--- src/rtl/morse_frame_sequencer.sv ---
`default_nettype none
// ============================================================================
//  Module      : morse_frame_sequencer
//  Description : Collects keyed dot/dash elements into fixed-width character
//                codes and packs NUM_CHARS codes into one frame. It then
//                strobes the Morse translator for one cycle, waits out the
//                translator latency, and offers the result downstream through
//                a frame_valid / frame_ack handshake.
//
//  Ports
//    clk           in   system clock, rising edge
//    rst_n         in   synchronous active-low reset
//    elem_valid    in   one-cycle strobe, one element keyed
//    elem_dash     in   element type for elem_valid (1 = dash, 0 = dot)
//    char_end      in   one-cycle strobe, current character complete
//    flush         in   one-cycle strobe, send a partial frame now
//    in_ready      out  inputs accepted (high only while collecting)
//    sequences     out  frame to translator, slot 0 in the MSBs
//    storage_sent  out  one-cycle translate strobe
//    frame_valid   out  translator output valid, held until frame_ack
//    frame_ack     in   downstream consumed the frame
//    char_count    out  completed characters in the current frame
//    drop_err      out  sticky, a strobe arrived while in_ready was low
//
//  Revision    : 1.0  initial release
// ============================================================================
module morse_frame_sequencer #(
    parameter int ELEM_W    = 2,
    parameter int MAX_ELEMS = 5,
    parameter int NUM_CHARS = 3,
    parameter int XLAT_LAT  = 1
) (
    input  logic                                   clk,
    input  logic                                   rst_n,
    input  logic                                   elem_valid,
    input  logic                                   elem_dash,
    input  logic                                   char_end,
    input  logic                                   flush,
    output logic                                   in_ready,
    output logic [ELEM_W*MAX_ELEMS*NUM_CHARS-1:0]  sequences,
    output logic                                   storage_sent,
    output logic                                   frame_valid,
    input  logic                                   frame_ack,
    output logic [$clog2(NUM_CHARS+1)-1:0]         char_count,
    output logic                                   drop_err
);

    localparam int c_CODE_W  = ELEM_W * MAX_ELEMS;
    localparam int c_FRAME_W = c_CODE_W * NUM_CHARS;
    localparam int c_CNT_W   = $clog2(MAX_ELEMS + 1);
    localparam int c_CC_W    = $clog2(NUM_CHARS + 1);
    localparam int c_WAIT_W  = (XLAT_LAT > 1) ? $clog2(XLAT_LAT) : 1;

    localparam logic [ELEM_W-1:0]    c_DOT        = ELEM_W'(0);
    localparam logic [ELEM_W-1:0]    c_DASH       = ELEM_W'(1);
    localparam logic [c_CODE_W-1:0]  c_EMPTY_CODE = '1;
    localparam logic [c_FRAME_W-1:0] c_EMPTY_FRM  = '1;

    localparam logic [1:0] c_ST_COLLECT = 2'd0;
    localparam logic [1:0] c_ST_SEND    = 2'd1;
    localparam logic [1:0] c_ST_WAIT    = 2'd2;
    localparam logic [1:0] c_ST_DONE    = 2'd3;

    // ------------------------------------------------------------------------
    // State
    // ------------------------------------------------------------------------
    logic [1:0]           r_state;
    logic [c_CODE_W-1:0]  r_builder;
    logic [c_CNT_W-1:0]   r_elem_cnt;
    logic                 r_ovf;
    logic [c_FRAME_W-1:0] r_seq;
    logic [c_CC_W-1:0]    r_cc;
    logic [c_WAIT_W-1:0]  r_wait_cnt;
    logic                 r_storage_sent;
    logic                 r_frame_valid;
    logic                 r_in_ready;
    logic                 r_drop_err;

    // Next-state values
    logic [1:0]           w_state;
    logic [c_CODE_W-1:0]  w_builder;
    logic [c_CNT_W-1:0]   w_elem_cnt;
    logic                 w_ovf;
    logic [c_FRAME_W-1:0] w_seq;
    logic [c_CC_W-1:0]    w_cc;
    logic [c_WAIT_W-1:0]  w_wait_cnt;
    logic                 w_drop;
    logic [ELEM_W-1:0]    w_elem_code;

    assign w_elem_code = elem_dash ? c_DASH : c_DOT;

    // ------------------------------------------------------------------------
    // Next-state logic. Within COLLECT the same-cycle events are evaluated in
    // sequence (append, then close, then flush), each stage working on the
    // result of the previous one, so a close includes that cycle's element.
    // ------------------------------------------------------------------------
    always_comb begin
        w_state    = r_state;
        w_builder  = r_builder;
        w_elem_cnt = r_elem_cnt;
        w_ovf      = r_ovf;
        w_seq      = r_seq;
        w_cc       = r_cc;
        w_wait_cnt = r_wait_cnt;
        w_drop     = r_drop_err |
                     ((r_state != c_ST_COLLECT) && (elem_valid || char_end || flush));

        case (r_state)
            c_ST_COLLECT: begin
                // Append: next free slot counted from the MSB end.
                if (elem_valid) begin
                    if (r_elem_cnt < c_CNT_W'(MAX_ELEMS)) begin
                        for (int i = 0; i < MAX_ELEMS; i++) begin
                            if (r_elem_cnt == c_CNT_W'(i)) begin
                                w_builder[c_CODE_W-1-ELEM_W*i -: ELEM_W] = w_elem_code;
                            end
                        end
                        w_elem_cnt = r_elem_cnt + c_CNT_W'(1);
                    end else begin
                        w_ovf = 1'b1;
                    end
                end

                // Close: an overflowed character is stored as the null code.
                if (char_end && ((w_elem_cnt != '0) || w_ovf)) begin
                    for (int k = 0; k < NUM_CHARS; k++) begin
                        if (r_cc == c_CC_W'(k)) begin
                            w_seq[c_FRAME_W-1-c_CODE_W*k -: c_CODE_W] =
                                w_ovf ? c_EMPTY_CODE : w_builder;
                        end
                    end
                    w_cc       = r_cc + c_CC_W'(1);
                    w_builder  = c_EMPTY_CODE;
                    w_elem_cnt = '0;
                    w_ovf      = 1'b0;
                end

                // Send on a full frame or a flush with something stored; any
                // unclosed character is discarded at that point.
                if ((w_cc == c_CC_W'(NUM_CHARS)) || (flush && (w_cc != '0))) begin
                    w_state    = c_ST_SEND;
                    w_builder  = c_EMPTY_CODE;
                    w_elem_cnt = '0;
                    w_ovf      = 1'b0;
                end
            end

            c_ST_SEND: begin
                w_state    = c_ST_WAIT;
                w_wait_cnt = '0;
            end

            c_ST_WAIT: begin
                if (r_wait_cnt == c_WAIT_W'(XLAT_LAT - 1)) begin
                    w_state = c_ST_DONE;
                end else begin
                    w_wait_cnt = r_wait_cnt + c_WAIT_W'(1);
                end
            end

            c_ST_DONE: begin
                if (frame_ack) begin
                    w_state = c_ST_COLLECT;
                    w_seq   = c_EMPTY_FRM;
                    w_cc    = '0;
                end
            end

            default: begin
                w_state = c_ST_COLLECT;
            end
        endcase
    end

    // ------------------------------------------------------------------------
    // Registers. The handshake outputs are decoded from the next state so
    // they are registered and line up with the state they describe.
    // ------------------------------------------------------------------------
    always_ff @(posedge clk) begin
        if (!rst_n) begin
            r_state        <= c_ST_COLLECT;
            r_builder      <= c_EMPTY_CODE;
            r_elem_cnt     <= '0;
            r_ovf          <= 1'b0;
            r_seq          <= c_EMPTY_FRM;
            r_cc           <= '0;
            r_wait_cnt     <= '0;
            r_storage_sent <= 1'b0;
            r_frame_valid  <= 1'b0;
            r_in_ready     <= 1'b1;
            r_drop_err     <= 1'b0;
        end else begin
            r_state        <= w_state;
            r_builder      <= w_builder;
            r_elem_cnt     <= w_elem_cnt;
            r_ovf          <= w_ovf;
            r_seq          <= w_seq;
            r_cc           <= w_cc;
            r_wait_cnt     <= w_wait_cnt;
            r_storage_sent <= (w_state == c_ST_SEND);
            r_frame_valid  <= (w_state == c_ST_DONE);
            r_in_ready     <= (w_state == c_ST_COLLECT);
            r_drop_err     <= w_drop;
        end
    end

    assign in_ready     = r_in_ready;
    assign sequences    = r_seq;
    assign storage_sent = r_storage_sent;
    assign frame_valid  = r_frame_valid;
    assign char_count   = r_cc;
    assign drop_err     = r_drop_err;

endmodule
`default_nettype wire

--- config.mk ---
export PLATFORM = sky130hd
export DESIGN_NAME = morse_frame_sequencer
export DESIGN_NICKNAME = d
export VERILOG_FILES = /design/src/rtl/morse_frame_sequencer.sv
export SDC_FILE = /design/constraint.sdc
export NUM_CORES = 1
export LEC_CHECK = 0
export CELL_PAD_IN_SITES_DETAIL_PLACEMENT = 0
export CELL_PAD_IN_SITES_GLOBAL_PLACEMENT = 1
export CORE_ASPECT_RATIO = 0.9
export CORE_MARGIN = 3
export CORE_UTILIZATION = 41
export CTS_BUF_LIST = sky130_fd_sc_hd__clkbuf_4 sky130_fd_sc_hd__clkbuf_8
export DETAILED_ROUTE_END_ITERATION = 12
export GPL_ROUTABILITY_DRIVEN = 0
export GPL_TIMING_DRIVEN = 1
export PLACE_DENSITY_LB_ADDON = 0.05
export SLEW_MARGIN = 10
export SYNTH_ARGS = -nofsm -noshare
export SYNTH_HDL_FRONTEND = slang
export SYNTH_SLANG_ARGS = --single-unit
--- constraint.sdc ---
create_clock -name clk -period 3.06 [get_ports clk]
set_input_delay 0.918 -clock clk [delete_from_list [all_inputs] [get_ports clk]]
set_output_delay 0.918 -clock clk [all_outputs]
set_load 0.005 [all_outputs]
Word level (Yosys, flattened, before mapping)
Index checks and enable logic that the tools add are counted. Widths: inputs -> output; s select.

Flip-flop bits (word level): 53. Input bits: 7. Output and inout port bits: 36. Word-level logic and storage cells: 92.

Add/subtract/negate cells: 3. $lt $le $gt $ge: 1. Equal/unequal tests: 17. Mux-type cells: 37. Bitwise logic cells: 1. Reductions and logical operators: 20.

Operator list (count): $mux 10 (8); $mux 30 (2); $pmux 30 s2 (1); $mux 2 (11); $mux 3 (5); $reduce_and 4->1 (3); $eq 2x2->1 const B (5); $ne 2x2->1 const B (5); $pmux 2 s4 (1); $reduce_bool 2->1 (4); $mux 1 (7); $eq 2x1->1 const B (3); $eq 3x2->1 const B (2); $logic_not 2->1 (3); $logic_or 1x1->1 (4); $pmux 2 s2 (1); $add 3x1->3 const B (1); $eq 3x1->1 const B (1); $eq 3x3->1 const B (1); $logic_and 1x1->1 (3); $logic_not 3->1 (1); $lt 3x3->1 const B (1); $reduce_bool 3->1 (1); $add 2x1->2 const B (1); 4 further kinds (4).

Logic depth before layout (Yosys ltp)
Depth after elaboration: 15. Mapped depth: 9. Mapped depth without buffers: 7.

Worst setup path before layout
No wires, ideal clock.

Kind: input to register. From: input elem_valid. To: register r_builder[6]. Library setup time: 0.122 ns. Arrival time: 2.067 ns. Setup slack: 0.871 ns. Cell stages on the path: 5. Buffers on the path: 1. Cell sequence: nor3_1 o21ai_4 a211o_1 buf_6 o32a_1.

Longest elaborated chain between the ends: 11.

RTL lines: start, declared (RTL line 35) `input logic elem_valid,`; $mux 3 (RTL line 111) `if (elem_valid) begin`; $mux 3 (RTL line 108) `case (r_state)`; $reduce_bool 3->1 (RTL line 125) `if (char_end && ((w_elem_cnt != '0) || w_ovf)) begin`; $logic_or 1x1->1 (RTL line 125); $logic_and 1x1->1 (RTL line 125); $mux 2 (RTL line 125); $mux 2 (RTL line 108); $reduce_bool 2->1 (RTL line 140) `if ((w_cc == c_CC_W'(NUM_CHARS)) || (flush && (w_cc != '0))) begin`; $logic_and 1x1->1 (RTL line 140); $logic_or 1x1->1 (RTL line 140); $mux 10 * (RTL line 140); end signal, assigned (RTL line 182) `r_builder <= c_EMPTY_CODE;`; end signal, assigned (RTL line 194) `r_builder <= w_builder;`; end, declared (RTL line 68) `logic [c_CODE_W-1:0] r_builder;`.

Mark *: on every way between the ends. The rest lies on a longest branch, timed or not. The select of a mux whose other input is x is not followed. A chain may end at the register's enable or synchronous reset.

Final worst setup path
From: input elem_valid. To: register r_elem_cnt[1].

Longest elaborated chain between the ends: 11.

RTL lines: $mux 3 (RTL line 111); $mux 3 (RTL line 108); $reduce_bool 3->1 (RTL line 125); $logic_or 1x1->1 (RTL line 125); $logic_and 1x1->1 (RTL line 125); $mux 2 (RTL line 125); $mux 2 (RTL line 108); $reduce_bool 2->1 (RTL line 140); $logic_and 1x1->1 (RTL line 140); $logic_or 1x1->1 (RTL line 140); $mux 3 * (RTL line 140); end signal, assigned (RTL line 195) `r_elem_cnt <= w_elem_cnt;`; end, declared (RTL line 69) `logic [c_CNT_W-1:0] r_elem_cnt;`.

Marks and branches as above.

==> impl_metrics.json <==
{
  "ant_nets": 0,
  "drive_above_1_share_pct": 9.25,
  "synth_compound_area_share_pct": 17.1,
  "drt-met1-wl_mm": 2.64,
  "synth-simple-area-share_pct": 15.6,
  "r2r-end": "r_elem_cnt[1]",
  "cp.required_ns": 3.24,
  "endpoint_kind": "register",
  "worstHoldStart": "r_builder[7]",
  "initial_utilization_pct": 43.1,
  "max_slew.worst_pin.slew_ns": 0.720,
  "fin_nets": 306,
  "clk_latency_ns": 0.30,
  "min_path_type": "register to register",
  "detail_route.iter0.violations": 56,
  "min_delay_path_depth": 2,
  "antennaDiodeCount": 0,
  "clock_path_buffers": 2,
  "synthXorXnorAreaFrac_pct": 0,
  "grt_antenna_before_repair": 0,
  "critical_path.max_fanout": 6,
  "die_x_um": 84.8,
  "io_pins": 43,
  "overflow": 0,
  "area_growth_pct": 26.5,
  "grt_pass1_vias": 1746,
  "cts.sinks": 52,
  "tritoncts": "done",
  "cts_setup_buffers": 0,
  "p_leak_nw": 1.25,
  "layout_min_cycle_time_ns": 2.53,
  "grt_pass1_wl_mm": 8.69,
  "fp.coreArea_um2": 5320,
  "holdWs_ns": 0.468,
  "power.density_cell_area_nw_per_um2": 486,
  "synthMuxAreaShare_pct": 13.1,
  "numCtsBuffers": 5,
  "cp.arrival_ns": 2.71,
  "fmax_mhz": 395,
  "wl_per_cell_um": 14.5,
  "min_to": "r_builder[7]",
  "ys_seq_area_share_pct": 45.4,
  "ff2ff_setup_slack_ns": 0.62,
  "htree_num_levels": 2,
  "die_y_um": 76.9,
  "worst-r2r-cell-count": 8,
  "ir_drop_uv": 234,
  "root_buffer": "clkbuf_8",
  "final_cell_mix": "52 x dfxtp_1, 46 x nand2_1, 42 x clkdlybuf4s50_1",
  "maxSlewViolCount": 0,
  "syn-num-nets": 260,
  "grt_max_degree": 30,
  "met2_length_mm": 2.26,
  "final_hold_viol_count": 0,
  "vias": 1872,
  "grt_usage_pct": 16.5,
  "synth_cell_types": 38,
  "clock_skew_ns": 0.00668,
  "synth_top_family_by_area": "compound AO/OA/AOI/OAI gates",
  "tns_ns": 0,
  "first_pass_iters": 4,
  "clk_pin_slew_ns": 0.09,
  "final_common_cell": "dfxtp_1",
  "ys_ff_latch": 52,
  "outcome": "complete, no violations",
  "drv_cap": 0,
  "dp_hpwl_mm": 3.76,
  "crit_path_start_kind": "input port",
  "ys_warn_count": 0,
  "postSynthCellCount": 245,
  "portBuffers": 42,
  "max_slew_margin_pct": 51.7,
  "ctsResizeCount": 0,
  "synthAdderAreaFrac_pct": 4.80,
  "worstSetupPathType": "input port to register",
  "drc": 0,
  "rows": 25,
  "syn_area_um2": 2290,
  "rsz0062_at_grt": "no",
  "cts_hold_buf": 0,
  "reg2reg_from": "r_elem_cnt[0]",
  "avgSynthCellArea_um2": 9.36,
  "dr.max_layer_used": "met4",
  "wl_met3_um": 256,
  "die-area_um2": 6530,
  "vias_per_cell": 5.21,
  "drt-total-wl_mm": 5.19,
  "nFillCells": 504,
  "finalSetupViolCount": 0,
  "period_share_pct": 82.7
}
## worst max-delay path by stage
stage / startpoint / endpoint / slack [ns] / depth (start not counted)
2_1_floorplan: elem_valid / r_builder[6] / 0.87 / 5
3_3_place_gp: elem_valid / r_elem_cnt[1] / 0.25 / 7
5_1_grt: elem_valid / r_elem_cnt[1] / 0.43 / 7
3_5_place_dp: elem_valid / r_elem_cnt[1] / 0.23 / 7
4_1_cts: elem_valid / r_elem_cnt[1] / 0.56 / 7
6_report: elem_valid / r_elem_cnt[1] / 0.53 / 7
## cell usage after synthesis
library cell	instances	area, um^2
a21oi_1	16	80.1
a211oi_2	2	25.0
nand2_1	46	173
dfxtp_1	52	1040
a41oi_1	2	17.5
nor3_1	2	10.0
inv_1	7	26.3
buf_4	2	15.0
a21o_1	6	45.0
buf_1	2	7.51
nor4_1	1	6.26
nand3_1	3	15.0
nand3b_1	3	22.5
o21ai_4	1	16.3
nor2b_1	2	12.5
o211ai_1	1	7.51
a211o_1	6	52.6
o32a_2	4	45.0
a211oi_1	1	7.51
o21ai_0	11	55.1
and4_1	1	8.76
o21ai_1	1	5.00
ha_1	8	100
and2_1	3	18.8
nand4_1	2	12.5
o21a_1	1	7.51
buf_2	1	5.00
o32a_1	1	10.0
or3_1	1	6.26
and3_1	2	12.5
mux2i_1	30	300
maj3_1	1	10.0
and4b_2	1	11.3
o22ai_1	3	18.8
buf_6	1	11.3
nor2_1	10	37.5
clkbuf_1	7	26.3
and4_2	1	10.0
## routing by layer
metal,GRT usage (%),vias to the layer above
met3,4.19,4
met5,0,-
met2,25.2,40
met1,23.2,873
met4,4.27,0
li1,-,955
## power by group
| group | switching, mW | total [mW] | internal, mW |
|---|---|---|---|
| combinational | 0.156 | 0.284 | 0.128 |
| clock | 0.223 | 0.395 | 0.172 |
| sequential | 0.0258 | 0.729 | 0.703 |
| total | 0.405 | 1.41 | 1.00 |
## cell families after synthesis
logic type	Yosys count
adders and majority gates	9
and+or+nand+nor	78
buffers and inverters	20
DFF	52
muxes	30
AOI/OAI and AO/OA	56
## through the flow
step / power [mW] / setup slack, ns / area (um^2) / instances / util [%]
2_1_floorplan: 0.925 / 0.871 / 2290 / 245 / -
3_3_place_gp: 1.03 / 0.247 / 2810 / 351 / 52.8
3_5_place_dp: 1.03 / 0.233 / 2810 / 351 / 52.8
4_1_cts: 1.43 / 0.557 / 2900 / 359 / 54.5
5_1_grt: 1.48 / 0.429 / 2900 / 359 / 54.5
6_report: 1.41 / 0.529 / 2900 / 359 / 54.5
## area by class of cell
cell class | instances | area (um^2) | share of cell area, %
sequential | 52 | 1040 | 35.9
tap | 67 | 83.8 | 2.89
timing repair buffer | 52 | 495 | 17.1
clock buffer | 6 | 76.3 | 2.63
inverter | 7 | 26.3 | 0.906
multi-input combinational | 173 | 1160 | 40.0
clock inverter | 2 | 16.3 | 0.561
## worst max-delay path, stage by stage
cell	delay [ns]
clkdlybuf4s50_1	0.52
and4b_2	0.28
o21ai_4	0.09
buf_4	0.17
and4_2	0.24
a211oi_2	0.34
o22ai_1	0.14
## flip-flops by register name (all words and copies together), names as in the netlist
name          cells
char_count        2
drop_err          1
frame_valid       1
in_ready          1
r_builder        10
r_elem_cnt        3
r_ovf             1
r_state           2
sequences        30
storage_sent      1
No activity file was read; power rests on OpenSTA's default activity.
